==> config.mk <==
export PLATFORM = sky130hd
export DESIGN_NAME = jtpopeye_ps2key
export DESIGN_NICKNAME = d
export VERILOG_FILES = /design/src/rtl/jtpopeye_ps2_pkg.sv /design/src/rtl/jtpopeye_ps2_rx.sv /design/src/rtl/jtpopeye_ps2key.sv
export SDC_FILE = /design/constraint.sdc
export NUM_CORES = 1
export LEC_CHECK = 0
export ABC_AREA = 1
export BUFFER_PORTS_ARGS = -buffer_cell sky130_fd_sc_hd__buf_2
export CORE_UTILIZATION = 65
export CTS_CLUSTER_DIAMETER = 200
export CTS_CLUSTER_SIZE = 8
export DETAILED_ROUTE_END_ITERATION = 6
export GPL_TIMING_DRIVEN = 0
export PLACE_DENSITY = 0.84
export SETUP_SLACK_MARGIN = 0.2
export SYNTH_ARGS = -nofsm -noshare
export SYNTH_HDL_FRONTEND = slang
export SYNTH_HIERARCHICAL = 1
export SYNTH_SLANG_ARGS = --single-unit
==> constraint.sdc <==
create_clock -name clk -period 2.65 [get_ports clk]
set_input_delay 0.53 -clock clk [delete_from_list [all_inputs] [get_ports clk]]
set_output_delay 0.53 -clock clk [all_outputs]
set_load 0.05 [all_outputs]
==> src/rtl/jtpopeye_ps2_pkg.sv <==
// Shared constants and frame FSM state type for the PS/2 keyboard receiver.
package jtpopeye_ps2_pkg;

  localparam logic [7:0] PS2_EXT        = 8'hE0;
  localparam logic [7:0] PS2_BRK        = 8'hF0;
  localparam int         PS2_FRAME_BITS = 11;

  typedef enum logic {
    IDLE  = 1'b0,
    SHIFT = 1'b1
  } ps2_state_t;

endpackage

==> src/rtl/jtpopeye_ps2_rx.sv <==
// PS/2 device-to-host frame receiver: pin synchronisers, falling-edge detect,
// frame FSM with parity/stop check and an inactivity timeout.
//
// state | meaning
// IDLE  | waiting for a start bit (falling edge with data 0)
// SHIFT | collecting data, parity and stop bits; timer armed
module jtpopeye_ps2_rx
  import jtpopeye_ps2_pkg::*;
#(
  parameter int TIMEOUT = 8000,
  parameter int SYNC    = 2
) (
  input  logic       clk,
  input  logic       rst,
  input  logic       ps2_clk,
  input  logic       ps2_dat,
  output logic [7:0] rx_byte,
  output logic       rx_stb,
  output logic       rx_err
);

  localparam int              TW       = (TIMEOUT > 1) ? $clog2(TIMEOUT) : 1;
  localparam logic [TW-1:0]   TLOAD    = TW'(TIMEOUT - 1);
  localparam logic [3:0]      LAST_BIT = 4'(PS2_FRAME_BITS - 1);

  logic [SYNC-1:0] clk_sync, dat_sync;
  logic            clk_prev;
  logic            clk_s, dat_s, fall;

  ps2_state_t      state, state_nxt;
  logic [3:0]      bit_cnt, cnt_nxt;
  logic [8:0]      shreg, sh_nxt;
  logic [TW-1:0]   timer, timer_nxt;
  logic [7:0]      byte_nxt;
  logic            stb_nxt, err_nxt;

  assign clk_s = clk_sync[SYNC-1];
  assign dat_s = dat_sync[SYNC-1];
  assign fall  = clk_prev & ~clk_s;

  always_ff @(posedge clk) begin
    if (rst) begin
      clk_sync <= '1;
      dat_sync <= '1;
      clk_prev <= 1'b1;
    end else begin
      clk_sync <= {clk_sync[SYNC-2:0], ps2_clk};
      dat_sync <= {dat_sync[SYNC-2:0], ps2_dat};
      clk_prev <= clk_s;
    end
  end

  always_ff @(posedge clk) begin
    if (rst) begin
      state   <= IDLE;
      bit_cnt <= '0;
      shreg   <= '0;
      timer   <= TLOAD;
      rx_byte <= '0;
      rx_stb  <= 1'b0;
      rx_err  <= 1'b0;
    end else begin
      state   <= state_nxt;
      bit_cnt <= cnt_nxt;
      shreg   <= sh_nxt;
      timer   <= timer_nxt;
      rx_byte <= byte_nxt;
      rx_stb  <= stb_nxt;
      rx_err  <= err_nxt;
    end
  end

  // Timer is a down-counter reloaded on every edge; an edge in the
  // terminal-count cycle takes priority over the timeout.
  always_comb begin
    state_nxt = state;
    cnt_nxt   = bit_cnt;
    sh_nxt    = shreg;
    timer_nxt = timer;
    byte_nxt  = rx_byte;
    stb_nxt   = 1'b0;
    err_nxt   = 1'b0;
    case (state)
      IDLE: begin
        timer_nxt = TLOAD;
        if (fall && !dat_s) begin
          state_nxt = SHIFT;
          cnt_nxt   = 4'd1;
        end
      end
      SHIFT: begin
        if (fall) begin
          timer_nxt = TLOAD;
          if (bit_cnt == LAST_BIT) begin
            state_nxt = IDLE;
            cnt_nxt   = '0;
            if ((^shreg) && dat_s) begin
              stb_nxt  = 1'b1;
              byte_nxt = shreg[7:0];
            end else begin
              err_nxt = 1'b1;
            end
          end else begin
            sh_nxt  = {dat_s, shreg[8:1]};
            cnt_nxt = bit_cnt + 4'd1;
          end
        end else if (timer == '0) begin
          state_nxt = IDLE;
          cnt_nxt   = '0;
          err_nxt   = 1'b1;
        end else begin
          timer_nxt = timer - 1'b1;
        end
      end
    endcase
  end

endmodule

==> src/rtl/jtpopeye_ps2key.sv <==
// PS/2 keyboard to toggle-word key event: strips E0/F0 prefixes and publishes
// {toggle, pressed, extended, scan code} once per make or break.
module jtpopeye_ps2key
  import jtpopeye_ps2_pkg::*;
#(
  parameter int TIMEOUT = 8000,
  parameter int SYNC    = 2
) (
  input  logic        clk,
  input  logic        rst,
  input  logic        ps2_clk,
  input  logic        ps2_dat,
  output logic [10:0] ps2_key,
  output logic        frame_err
);

  logic [7:0] rx_byte;
  logic       rx_stb, rx_err;
  logic       ext, brk;

  jtpopeye_ps2_rx #(
    .TIMEOUT (TIMEOUT),
    .SYNC    (SYNC)
  ) u_rx (
    .clk     (clk),
    .rst     (rst),
    .ps2_clk (ps2_clk),
    .ps2_dat (ps2_dat),
    .rx_byte (rx_byte),
    .rx_stb  (rx_stb),
    .rx_err  (rx_err)
  );

  assign frame_err = rx_err;

  always_ff @(posedge clk) begin
    if (rst) begin
      ext     <= 1'b0;
      brk     <= 1'b0;
      ps2_key <= '0;
    end else if (rx_err) begin
      ext <= 1'b0;
      brk <= 1'b0;
    end else if (rx_stb) begin
      if (rx_byte == PS2_EXT) begin
        ext <= 1'b1;
      end else if (rx_byte == PS2_BRK) begin
        brk <= 1'b1;
      end else begin
        ps2_key <= {~ps2_key[10], ~brk, ext, rx_byte};
        ext     <= 1'b0;
        brk     <= 1'b0;
      end
    end
  end

endmodule

==> flow_metrics.env <==
export IMPL_cp_slowest_stage_delay_ns=0.32
export IMPL_ys_flop_type="dfxtp_1"
export IMPL_hold_path_class="in -> reg"
export IMPL_die_h_um=67.5
export IMPL_dr_pass1_iters=4
export IMPL_post_cts_buffers=0
export IMPL_route_detailed_wl_per_inst_um=11.5
export IMPL_num_antenna_cells=0
export IMPL_critical_path_max_fanout=6
export IMPL_tightest_slew_ns=0.421
export IMPL_critPathTopFamily="simple AND/OR/NAND/NOR gates"
export IMPL_power_density_nw_per_um2=463
export IMPL_maxCapViolCount=0
export IMPL_finalHoldViolCount=0
export IMPL_clock_path_buffers=2
export IMPL_endpoint_kind="flip-flop"
export IMPL_finalSetupTns_ns=0
export IMPL_clkSinkCount=55
export IMPL_cp_slowest_cell="dfxtp_1"
export IMPL_layout_min_cycle_time_ns=1.72
export IMPL_antenna_found_initial=0
export IMPL_total_power_mw=1.40
export IMPL_synthTopCellsByCount="nand2_1, dfxtp_1, inv_1"
export IMPL_peakVddDrop_v=0.000329
export IMPL_cts_hold_buf=0
export IMPL_final_setup_viol_count=0
export IMPL_die_width_um=67.5
export IMPL_crit_type="reg -> reg"
export IMPL_numPlacedInstances=441
export IMPL_cp_start_kind="flip-flop"
export IMPL_grt_setup_unrepaired="false"
export IMPL_rows=23
export IMPL_clk_pin_slew_ns=0.09
export IMPL_cts_tree="built"
export IMPL_port_buffers=15
export IMPL_htreeDepth=2
export IMPL_p_leak_nw=1.31
export IMPL_ys_ff_latch=55
export IMPL_crit_chain="inv_1 -> ha_1 -> inv_1 -> nor3_1 -> nand2_2 -> nand2_2 -> nand2_2 -> o21ai_2 -> o21bai_1 -> inv_1"
export IMPL_drv_slew=0
export IMPL_grtUsageTotal_pct=25.3
export IMPL_cts_made_buffers=5
export IMPL_syn_area_per_cell_um2=7.41
export IMPL_ctsRootBufferMaster="clkbuf_8"
export IMPL_reg2reg_slack_ns=0.93
export IMPL_synthCells=376
export IMPL_syn_to_final_growth_pct=8.63
export IMPL_dieArea_um2=4550
export IMPL_arrival_ns=1.92
export IMPL_num_vias=2365
export IMPL_num_io_pins=16
export IMPL_synth_edff_count=0
export IMPL_switching_share_pct=20.0
export IMPL_final_nets=406
export IMPL_power_frac_seq_pct=59.4
export IMPL_power_frac_clock_pct=37.7
export IMPL_status="finished clean"
export IMPL_start_util_pct=68.6
export IMPL_worstSkewPairLatency_ns=0.30
export IMPL_crit_required_ns=2.86
export IMPL_fin_crit_sh_pct=64.7
export IMPL_synthTopCellsByArea="dfxtp_1, nand2_1, inv_1"
export IMPL_relSlewSlack_pct=71.9
export IMPL_fp_coreArea_um2=4060
export IMPL_ys_types=38
export IMPL_finalClockSkew_ns=0.00708
export IMPL_final_antenna_net_count=0
export IMPL_ys_seq_area_share_pct=39.5
export IMPL_grt_max_degree=16
export IMPL_cts_resized=0
export IMPL_async_flop_share_pct=0
export IMPL_crit_buf_inv=3
export IMPL_drive_above_1_share_pct=23.1
export IMPL_drtIter0Drc=148
export IMPL_max_freq_ghz=0.583
export IMPL_grt_pass1_vias=2103
export IMPL_power_frac_comb_pct=3.0
export IMPL_drc=0
export IMPL_drt_total_wl_mm=5.16
export IMPL_yosysMostFrequentCell="nand2_1"
export IMPL_place_gp_congestion=0.842
export IMPL_synthesis_area_um2=2790
export IMPL_p_switching_mw=0.280
export IMPL_hpwl_mm=3.80
export IMPL_vias_per_cell=5.28
export IMPL_final_cells=448
export IMPL_yosys_area_top_type="dfxtp_1"
export IMPL_gr_total_overflow=0
export IMPL_yosysWarnings=6
export IMPL_p_int_mw=1.12
export IMPL_grt_pass1_wl_mm=8.84
export IMPL_synth_top_area_share_pct=39.5
export IMPL_synth_nets=384
final cells by class:
| class | count | area, µm² |
|---|---|---|
| Clock inverter | 1 | 30.0 |
| Sequential cell | 55 | 1100 |
| Multi-Input combinational cell | 246 | 1360 |
| Timing Repair Buffer | 15 | 75.1 |
| Tap cell | 50 | 62.6 |
| Inverter | 65 | 244 |
| Fill cell | 316 | 1030 |
| Clock buffer | 6 | 72.6 |
| Buffer | 10 | 76.3 |
power groups by stage:
stage               Combinational, mW  Clock, mW  Sequential, mW
CTS                            0.0413      0.543           0.832
finish                         0.0413      0.528           0.832
floorplan                      0.0315          0           0.851
global placement               0.0399          0           0.851
detailed placement             0.0409          0           0.852
global route                   0.0465      0.567           0.833
layer usage:
| layer | wire length (µm) | global-route usage (%) |
|---|---|---|
| met3 | 176 | 5.41 |
| met2 | 2590 | 43.7 |
| met5 | 0 | 0 |
| met1 | 2310 | 30.2 |
| met4 | 78 | 10.1 |
cell families (layout without fill, tap and decap cells):
group | Yosys count | in the layout | share of synthesized area, %
AND/OR/NAND/NOR | 181 | 181 | 32.6
adder cells (fa/ha/maj) | 4 | 4 | 1.80
AO/OA/AOI/OAI | 55 | 55 | 12.7
buffers and inverters | 75 | 97 | 11.5
flip-flops | 55 | 55 | 39.5
XOR/XNOR | 6 | 6 | 1.89
sequential cells by signal, indices dropped and copies added, names as in the netlist:
name           count
u_rx/timer        13
brk                1
u_rx/bit_cnt       4
u_rx/shreg         9
ps2_key           11
u_rx/clk_prev      1
u_rx/state         1
u_rx/rx_err        1
u_rx/rx_byte       8
u_rx/dat_sync      2
ext                1
u_rx/clk_sync      2
u_rx/rx_stb        1
path summary, 6_finish.rpt:
kind,cells after the start,startpoint,to
worst max-delay path,10,u_rx/timer[0]$_SDFFE_PP1P_,u_rx/state$_SDFF_PP0_
worst min-delay path,2,ps2_clk,u_rx/clk_sync[0]$_SDFF_PP1_
worst max register to register,10,u_rx/timer[0]$_SDFFE_PP1P_,u_rx/state$_SDFF_PP0_
worst min register to register,1,u_rx/dat_sync[0]$_SDFF_PP1_,u_rx/dat_sync[1]$_SDFF_PP1_
per-stage QoR:
stage          setup WS [ns]  util [%]  instance area [µm²]  hold slack [ns]
3_3_place_gp           0.787      72.0                 2920            0.391
3_5_place_dp           0.720      72.0                 2920            0.418
6_report               0.934      74.6                 3030            0.406
5_1_grt                0.742      74.6                 3030            0.398
4_1_cts                0.941      74.6                 3030            0.404
2_1_floorplan           1.19         -                 2790            0.389
layout by cell type (no fill, tap or decap), types with 11 or more instances in the layout:
cell,n
nor2_1,31
buf_2,17
a21oi_2,11
nand3_1,15
nor2_2,15
a21oi_1,18
inv_1,55
dfxtp_1,55
nand4_1,11
o21ai_0,17
nand2_1,78
No activity file was read; power rests on OpenSTA's default activity.
